--- config.mk ---
export PLATFORM = sky130hd
export DESIGN_NAME = encode_pack
export DESIGN_NICKNAME = d
export VERILOG_FILES = /design/src/rtl/encode_pack.sv
export SDC_FILE = /design/constraint.sdc
export NUM_CORES = 1
export LEC_CHECK = 0
export BUFFER_PORTS_ARGS = -buffer_cell sky130_fd_sc_hd__buf_2
export CAP_MARGIN = 0
export CORE_MARGIN = 4
export CORE_UTILIZATION = 43
export DETAILED_ROUTE_END_ITERATION = 7
export HOLD_SLACK_MARGIN = 0.05
export PLACE_DENSITY = 0.7
export SLEW_MARGIN = 20
export SYNTH_ARGS = -nofsm -noshare
export SYNTH_HDL_FRONTEND = slang
export SYNTH_SLANG_ARGS = --single-unit
--- constraint.sdc ---
create_clock -name clk -period 9 [get_ports clk]
set_clock_uncertainty 0.1 [all_clocks]
set_input_delay 0 -clock clk [delete_from_list [all_inputs] [get_ports clk]]
set_output_delay 0 -clock clk [all_outputs]
set_load 0.02 [all_outputs]
--- src/rtl/encode_pack.sv ---
// encode_pack: packs variable-length LZS codes MSB-first into 32-bit words
// and buffers them in a small FIFO with a valid/ready output.
// Optional build macro: ENCODE_PACK_BSWAP_EN byte-swaps out_data for
// little-endian memory writes; packing, counts and flags are unchanged.
//
// state   | meaning
// --------+----------------------------------------------------------
// S_RUN   | accept codes, push each completed 32-bit word
// S_FLUSH | one cycle: push the zero-padded partial word, if any
// S_DRAIN | wait for the FIFO to empty
// S_DONE  | terminal, done=1 until reset
module encode_pack #(
    parameter int FIFO_AW = 2
) (
    input  logic        clk,
    input  logic        rst_n,
    input  logic        cnt_output_enable,
    input  logic [3:0]  cnt_len,
    input  logic [12:0] cnt_output,
    input  logic        cnt_finish,
    output logic [31:0] out_data,
    output logic        out_valid,
    input  logic        out_ready,
    output logic [15:0] word_cnt,
    output logic        overflow,
    output logic        done
);

    localparam int DEPTH = 1 << FIFO_AW;
    localparam logic [FIFO_AW:0] DEPTH_C = (FIFO_AW + 1)'(DEPTH);
    localparam logic [FIFO_AW:0] ONE_C   = (FIFO_AW + 1)'(1);
    localparam logic [FIFO_AW:0] ZERO_C  = '0;

    typedef enum logic [1:0] {
        S_RUN   = 2'd0,
        S_FLUSH = 2'd1,
        S_DRAIN = 2'd2,
        S_DONE  = 2'd3
    } state_t;

    state_t state_q, state_d;

    logic [46:0] acc_q, acc_d;
    logic [5:0]  bit_cnt_q, bit_cnt_d;

    logic        code_take;
    logic [15:0] code_mask;
    logic [14:0] code_bits;
    logic [5:0]  code_shift;
    logic [5:0]  bit_sum;
    logic [46:0] acc_app;

    logic        push_req;
    logic [31:0] push_word;

    logic [31:0]        mem [DEPTH];
    logic [FIFO_AW-1:0] wr_ptr_q, rd_ptr_q, rd_nxt;
    logic [FIFO_AW:0]   fifo_cnt_q;
    logic [31:0]        head_q, head_d;
    logic               pop, full, push_ok;

    // Place the masked code directly below the bits already held in acc.
    // With bit_cnt <= 31 and len <= 15 the shift is always at least 1.
    always_comb begin
        code_take  = (state_q == S_RUN) && cnt_output_enable && (cnt_len != 4'd0);
        code_mask  = (16'd1 << cnt_len) - 16'd1;
        code_bits  = {2'b00, cnt_output} & code_mask[14:0];
        code_shift = 6'd47 - bit_cnt_q - {2'b00, cnt_len};
        bit_sum    = bit_cnt_q + {2'b00, cnt_len};
        acc_app    = acc_q | ({32'd0, code_bits} << code_shift);
    end

    // State, accumulator and bit count registers.
    always_ff @(posedge clk or negedge rst_n) begin
        if (!rst_n) begin
            state_q   <= S_RUN;
            acc_q     <= '0;
            bit_cnt_q <= '0;
        end else begin
            state_q   <= state_d;
            acc_q     <= acc_d;
            bit_cnt_q <= bit_cnt_d;
        end
    end

    // Next state, accumulator update and word push request.
    always_comb begin
        state_d   = state_q;
        acc_d     = acc_q;
        bit_cnt_d = bit_cnt_q;
        push_req  = 1'b0;
        push_word = acc_q[46:15];
        case (state_q)
            S_RUN: begin
                if (code_take) begin
                    if (bit_sum >= 6'd32) begin
                        push_req  = 1'b1;
                        push_word = acc_app[46:15];
                        acc_d     = acc_app << 32;
                        bit_cnt_d = bit_sum - 6'd32;
                    end else begin
                        acc_d     = acc_app;
                        bit_cnt_d = bit_sum;
                    end
                end
                if (cnt_finish) begin
                    state_d = S_FLUSH;
                end
            end
            S_FLUSH: begin
                if (bit_cnt_q != 6'd0) begin
                    push_req  = 1'b1;
                    push_word = acc_q[46:15];
                end
                acc_d     = '0;
                bit_cnt_d = '0;
                state_d   = S_DRAIN;
            end
            S_DRAIN: begin
                if (fifo_cnt_q == ZERO_C) begin
                    state_d = S_DONE;
                end
            end
            S_DONE: begin
                state_d = S_DONE;
            end
            default: begin
                state_d = S_RUN;
            end
        endcase
    end

    assign done      = (state_q == S_DONE);
    assign out_valid = (fifo_cnt_q != ZERO_C);

    // A pop in the same cycle frees the slot, so a full FIFO still accepts.
    always_comb begin
        pop     = out_valid && out_ready;
        full    = (fifo_cnt_q == DEPTH_C);
        push_ok = push_req && (!full || pop);
        rd_nxt  = rd_ptr_q + 1'b1;
        head_d  = head_q;
        if (pop) begin
            if (fifo_cnt_q > ONE_C) begin
                head_d = mem[rd_nxt];
            end else if (push_ok) begin
                head_d = push_word;
            end
        end else if ((fifo_cnt_q == ZERO_C) && push_ok) begin
            head_d = push_word;
        end
    end

    // FIFO storage; contents need no reset since fifo_cnt gates every read.
    always_ff @(posedge clk) begin
        if (push_ok) begin
            mem[wr_ptr_q] <= push_word;
        end
    end

    // FIFO pointers, registered head word, push counter and overrun flag.
    always_ff @(posedge clk or negedge rst_n) begin
        if (!rst_n) begin
            wr_ptr_q   <= '0;
            rd_ptr_q   <= '0;
            fifo_cnt_q <= '0;
            head_q     <= '0;
            word_cnt   <= '0;
            overflow   <= 1'b0;
        end else begin
            head_q <= head_d;
            if (push_ok) begin
                wr_ptr_q <= wr_ptr_q + 1'b1;
            end
            if (pop) begin
                rd_ptr_q <= rd_nxt;
            end
            fifo_cnt_q <= fifo_cnt_q + (push_ok ? ONE_C : ZERO_C) - (pop ? ONE_C : ZERO_C);
            if (push_req) begin
                word_cnt <= word_cnt + 16'd1;
            end
            if (push_req && !push_ok) begin
                overflow <= 1'b1;
            end
        end
    end

`ifdef ENCODE_PACK_BSWAP_EN
    assign out_data = {head_q[7:0], head_q[15:8], head_q[23:16], head_q[31:24]};
`else
    assign out_data = head_q;
`endif

endmodule

==> flow_summary.yaml, run 1 <==
global_route:
  grt_max_degree: 71
  grt_pass1_wl_um: 48800
  overflow: 0
  grt_busiest_layer: "met2"
  grt_util_met1_pct: 28.78
  grt.met2_usage_pct: 31.52
  first_global_vias: 8557
  antenna_found_initial: 0
  grt_use_total_pct: 19.89
  met3_usage_pct: 3.676
setup_path:
  start_kind: "flop"
  cp.buffers_inverters: 2
  path_class: "reg -> reg"
  reg2reg_depth: 9
  critical-path-top-delay-family: "compound AO/OA/AOI/OAI gates"
  endpoint_kind: "flop"
  path_cells: "ha_1 > fa_1 > inv_1 > a31oi_1 > a21oi_1 > a21oi_1 > mux2i_1 > a21oi_1 > inv_1"
  critPathArrivalTime_ns: 4.61
  cp.required_ns: 9.16
  worstReg2RegStart: "bit_cnt_q[0]"
  endpoint: "mem[2][0]"
  path_max_fanout: 26
  max_stage_delay_ns: 1.06
  startpoint: "bit_cnt_q[0]"
  path_depth: 9
  regToRegEndpoint: "mem[2][0]"
  slowest_stage: "fa_1"
  rrSetupSlack_ns: 4.55
  path_common_cell: "a21oi_1"
logic_synthesis:
  synthArstFlopShare_pct: 46.44
  synthTopCellsByArea: "edfxtp_1 32%, dfrtp_1 23%, mux4_2 6.7%"
  syn_area_per_cell_um2: 11.76
  ys.flop_type: "edfxtp_1"
  syn_nets: 1052
  synth_top_area_share_pct: 32.46
  yosys_warnings: 0
  netlist_area_mm2: 0.01184
  ys_types: 76
  ys_seq_area_share_pct: 55.92
  syn_inst: 1007
  synth_seq_cells: 239
  synth-edff-count: 128
  yosys.area.top_type: "edfxtp_1"
floorplan:
  io_pins: 73
  fp.dieW_um: 173.9
  coreArea_mm2: 0.02703
  die_area_mm2: 0.03026
  die_height_um: 173.9
  fp-row-count: 60
  start_util_pct: 43.81
sta:
  setup_ws_ns: 4.550
  worst_pin_slew_ns: 0.9965
  slew_headroom_pct: 33.57
  min_period_ns: 4.450
  fmax_mhz: 224.7
  min_period_over_period_pct: 49.45
  finalHoldViolCount: 0
  slew_viol_final: 0
  rsz0062_at_grt: "no"
  setup_tns_ns: 0
  setup_viol: 0
power:
  leakagePower_nw: 5.113
  irDropWorstVdd_mv: 0.1340
  powerDensity_mw_per_mm2: 231.7
  total_power_mw: 3.121
place:
  hpwl_um: 20170
  io_buffers: 72
  place_ws_ns: 4.733
  gp_congestion: 0.9286
layout:
  final_common_cell: "edfxtp_1"
  fin_util_pct: 49.83
  area_growth_pct: 13.74
  finalNetCount: 1122
  layout_common_cells: "128 x edfxtp_1, 110 x dfrtp_1, 88 x nor2_1"
  n_antenna_cell: 0
  seq_area_mm2: 0.006623
  multi_input_area_mm2: 0.004858
  drive_above_1_share_pct: 17.88
  fillers: 2384
clock_tree:
  clk_latency_ns: 0.52
  cts.repair.resized: 0
  path_clk_slew_ns: 0.06
  cts_buffer_depth: 3
  cts_max_level: 1
  cts_root_buf: "clkbuf_16"
  numCtsBuffers: 25
  cts_tree: "done"
  numClockSinks: 239
run_status:
  status: "complete, no violations"
routing:
  vias: 8667
  viasPerCell: 6.031
  first_pass_iters: 5
  route.detailed.drc: 0
  routedWlPerCell_um: 21.26
  routed_wl_um: 30560
  drtIter0Drc: 868
  ant_nets: 0
run:
  maxCapViolations: 0
hold_path:
  hp-class: "in -> reg"
-- power by group --
group / total [mW] / internal, mW / switching (mW)
Sequential: 1.28 / 1.23 / 0.0550
Combinational: 0.825 / 0.318 / 0.507
Clock: 1.01 / 0.589 / 0.423
-- stage by stage --
step	hold slack, ns	cells	cell area, um^2
after floorplan	-0.3956	1007	11840
after global placement	-0.04621	1386	12590
after detailed placement	-0.04437	1386	12590
after CTS	0.05755	1437	13470
after global routing	0.1280	1437	13470
final	0.07749	1437	13470
-- cell type report --
class                   count  share of cell area [%]
clock buffers              32                   4.989
repair buffers            101                   4.534
flip-flops and latches    239                   49.17
inverters                  38                   1.059
well taps                 341                   3.168
clock inverters            14                   1.003
multi-input cells         672                   36.07
-- Yosys cell counts, types with 21 or more instances --
cell type	instances
a21o_1	27
a21oi_1	66
a22o_1	22
clkbuf_1	48
dfrtp_1	111
edfxtp_1	128
inv_1	37
mux4_2	35
nand2_1	86
nand3_1	21
nor2_1	89
o21ai_0	43
xnor2_1	22
-- registers in the layout (all words and copies together), names as in the netlist, 2 cells and up --
name	cells
fifo_cnt_q	3
bit_cnt_q	6
mem	128
wr_ptr_q	2
out_data	32
acc_q	47
word_cnt	16
rd_ptr_q	2
state_q	2
-- cells by family after synthesis --
logic type / Yosys count / synth area share (%)
AOI/OAI and AO/OA: 291 / 17.10
and+or+nand+nor: 284 / 11.48
DFF: 239 / 55.92
buffers and inverters: 96 / 3.159
muxes: 43 / 7.439
xor gates and xnor gates: 31 / 2.293
adders and majority gates: 23 / 2.620
-- worst min path at each step --
stage | startpoint | end | slack [ns] | cells past startpoint
after floorplan | rst_n | acc_q[0] | -0.40 | 0
after global placement | rst_n | out_data[8] | -0.05 | 1
after detailed placement | rst_n | out_data[8] | -0.04 | 1
after CTS | cnt_output[0] | acc_q[0] | 0.06 | 5
after global routing | cnt_output[0] | acc_q[0] | 0.13 | 5
final | cnt_output[0] | acc_q[0] | 0.08 | 5
-- worst reg2reg max path, cell delays in order (launching register included) --
cell	delay (ns)
dfrtp_1	0.40
ha_1	0.22
fa_1	1.06
inv_1	0.38
a31oi_1	0.66
a21oi_1	0.17
a21oi_1	0.47
mux2i_1	0.31
a21oi_1	0.30
inv_1	0.13
-- routing by layer --
layer / part of all wire, % / vias up / wire [um]
met1: 43 / 4310 / 13150
met4: 2.0 / 0 / 604
met2: 46 / 358 / 14150
li1: - / 3948 / -
met3: 8.7 / 51 / 2659
met5: 0 / - / 0
-- what timing repair did --
item                                   4_1_cts  5_1_grt
buffers inserted                             0        0
hold buffers                                 5        0
endpoints found under the hold margin       48        0
No activity file was read; power rests on OpenSTA's default activity.
==> run 2: changes to the inputs <==
Settings changed: PLACE_DENSITY 0.7 to 0.72.
Clock period 9 ns to 4 ns, I/O delays scaled along.
==> run 2 against run 1 <==
Against the previous run:
- via count is 1.8% higher
- first-iteration DRC count is 0.12% lower
- die area unchanged
- combinational power up 120%
- routed wire length increased by 1.1%
- sequential power up 130%
- final cell count grew 2.3%
- non-clock buffer count increased by 36
- design area grew 2.3%
- maximum frequency increased by 20%
- sequential share of layout area decreased by 1.1 points
- largest power group unchanged
- highest routed layer unchanged
==> flow_summary.yaml, run 2 (synthesized netlist as in run 1, its figures left out) <==
sta:
  timing.hold.ws_ns: 0.1078
  min_period_over_period_pct: 92.78
  slew_viol_final: 0
  slew_headroom_pct: 42.63
  setup_viol: 0
  setup_tns_ns: 0
  fmax_mhz: 269.4
  rsz0062_at_grt: "no"
  worst_pin_slew_ns: 0.8605
  min_period_ns: 3.711
  finalHoldViolCount: 0
setup_path:
  endpoint: "out_data[19]"
  path_cells: "ha_1 > fa_1 > buf_4 > nand3b_1 > o32a_1 > o21ai_1 > and2_1 > a21oi_1 > o22ai_1 > a221o_1 > o21a_1"
  cp.required_ns: 4.31
  reg2reg_depth: 11
  start_kind: "flop"
  regToRegEndpoint: "out_data[19]"
  critPathArrivalTime_ns: 4.03
  endpoint_kind: "flop"
  path_max_fanout: 14
  startpoint: "bit_cnt_q[0]"
  max_stage_delay_ns: 0.76
  slowest_stage: "fa_1"
  rrSetupSlack_ns: 0.29
  worstReg2RegStart: "bit_cnt_q[0]"
  path_class: "reg -> reg"
clock_tree:
  cts_tree: "done"
  numCtsBuffers: 24
  cts_max_level: 1
  cts.repair.resized: 0
  post_cts_buffers: 0
  cts_root_buf: "clkbuf_16"
  clk_latency_ns: 0.52
  cts_buffer_depth: 3
  numClockSinks: 239
  path_clk_slew_ns: 0.06
layout:
  layout_common_cells: "128 x edfxtp_1, 110 x dfrtp_1, 88 x nor2_1"
  n_antenna_cell: 0
  seq_area_mm2: 0.006623
  drive_above_1_share_pct: 20.19
  final_common_cell: "edfxtp_1"
  largest_register_ffs: 128
  area_growth_pct: 16.39
  top_register: "mem"
  fillers: 2340
  finalNetCount: 1157
  multi_input_area_mm2: 0.004858
  fin_cells: 1470
floorplan:
  io_pins: 73
  start_util_pct: 43.81
  coreArea_mm2: 0.02703
  die_area_mm2: 0.03026
  fp.dieW_um: 173.9
  die_height_um: 173.9
  fp-row-count: 60
global_route:
  overflow: 0
  antenna_found_initial: 0
  grt_pass1_wl_um: 49220
  grt_use_total_pct: 20.09
  grt_max_degree: 41
  first_global_vias: 8582
routing:
  vias: 8825
  viasPerCell: 6.003
  routed_wl_um: 30880
  route.detailed.drc: 0
  drtIter0Drc: 867
  routedWlPerCell_um: 21.00
  ant_nets: 0
  first_pass_iters: 5
run_status:
  status: "complete, no violations"
place:
  placedCellCount: 1420
  hpwl_um: 21070
  io_buffers: 72
  gp_congestion: 0.9754
power:
  leakagePower_nw: 5.282
  total_power_mw: 7.079
  powerDensity_mw_per_mm2: 513.7
  irDropWorstVdd_mv: 0.3249
hold_path:
  hp-class: "in -> reg"
run:
  maxCapViolations: 0
## run 2: cell count changes in the layout (fill, tap and decap cells not counted), sizes merged
cell	delta
buf	+34
clkinv	-5
clkinvlp	+4
clkbuf	-2
dlygate4sd3	+2
bufinv	+1
inv	-1
## run 2: metrics by stage
step,area (um^2),util [%],setup WS (ns)
floorplan,11840,-,0.5554
detailed placement,12900,47.73,0.3459
global placement,12900,47.73,0.3736
finish,13780,51.00,0.2887
global route,13780,51.00,0.08454
CTS,13780,51.00,0.3385
## run 2: cell type report
class / count / area share, %
clock buffer: 30 / 4.594
multi-input combinational: 672 / 35.25
inverter: 38 / 1.035
tap: 341 / 3.096
timing repair buffer: 137 / 6.791
clock inverter: 13 / 1.180
sequential: 239 / 48.05
## run 2: worst min-delay path by stage
stage / startpoint / to / slack (ns) / cells past startpoint
2_1_floorplan: rst_n / acc_q[0] / -0.40 / 0
4_1_cts: cnt_output_enable / acc_q[37] / 0.09 / 6
3_5_place_dp: rst_n / out_data[8] / -0.04 / 1
3_3_place_gp: rst_n / out_data[8] / -0.04 / 1
5_1_grt: cnt_finish / state_q[0] / 0.13 / 4
6_report: cnt_finish / state_q[0] / 0.11 / 4
## run 2: power by group
group / internal [mW] / leakage (nW) / switching, mW / total (mW)
sequential: 2.76 / 2.35 / 0.234 / 3.00
clock: 1.32 / 0.374 / 0.952 / 2.28
combinational: 0.758 / 2.56 / 1.05 / 1.80
total: 4.85 / 5.28 / 2.23 / 7.08
## run 2: routing by layer
layer	part of all wire, %	routed length, um	track usage, %
met2	46	14360	32.04
met1	44	13460	29.08
met3	7.5	2319	2.675
met5	0	0	0
met4	2.4	743	5.840
## run 2: critical path: cells and delay by family, from the launching register on
kind            cells  cell delay (ns)
compound gates      6             1.43
fa+ha+maj           2             0.98
buf+inv             1             0.27
flops               1             0.39
simple gates        2             0.42
## run 2: timing repair
item                                    4_1_cts  5_1_grt
endpoints found under the setup margin        0        0
hold buffers                                  7        0
hold endpoints to repair                    120        0
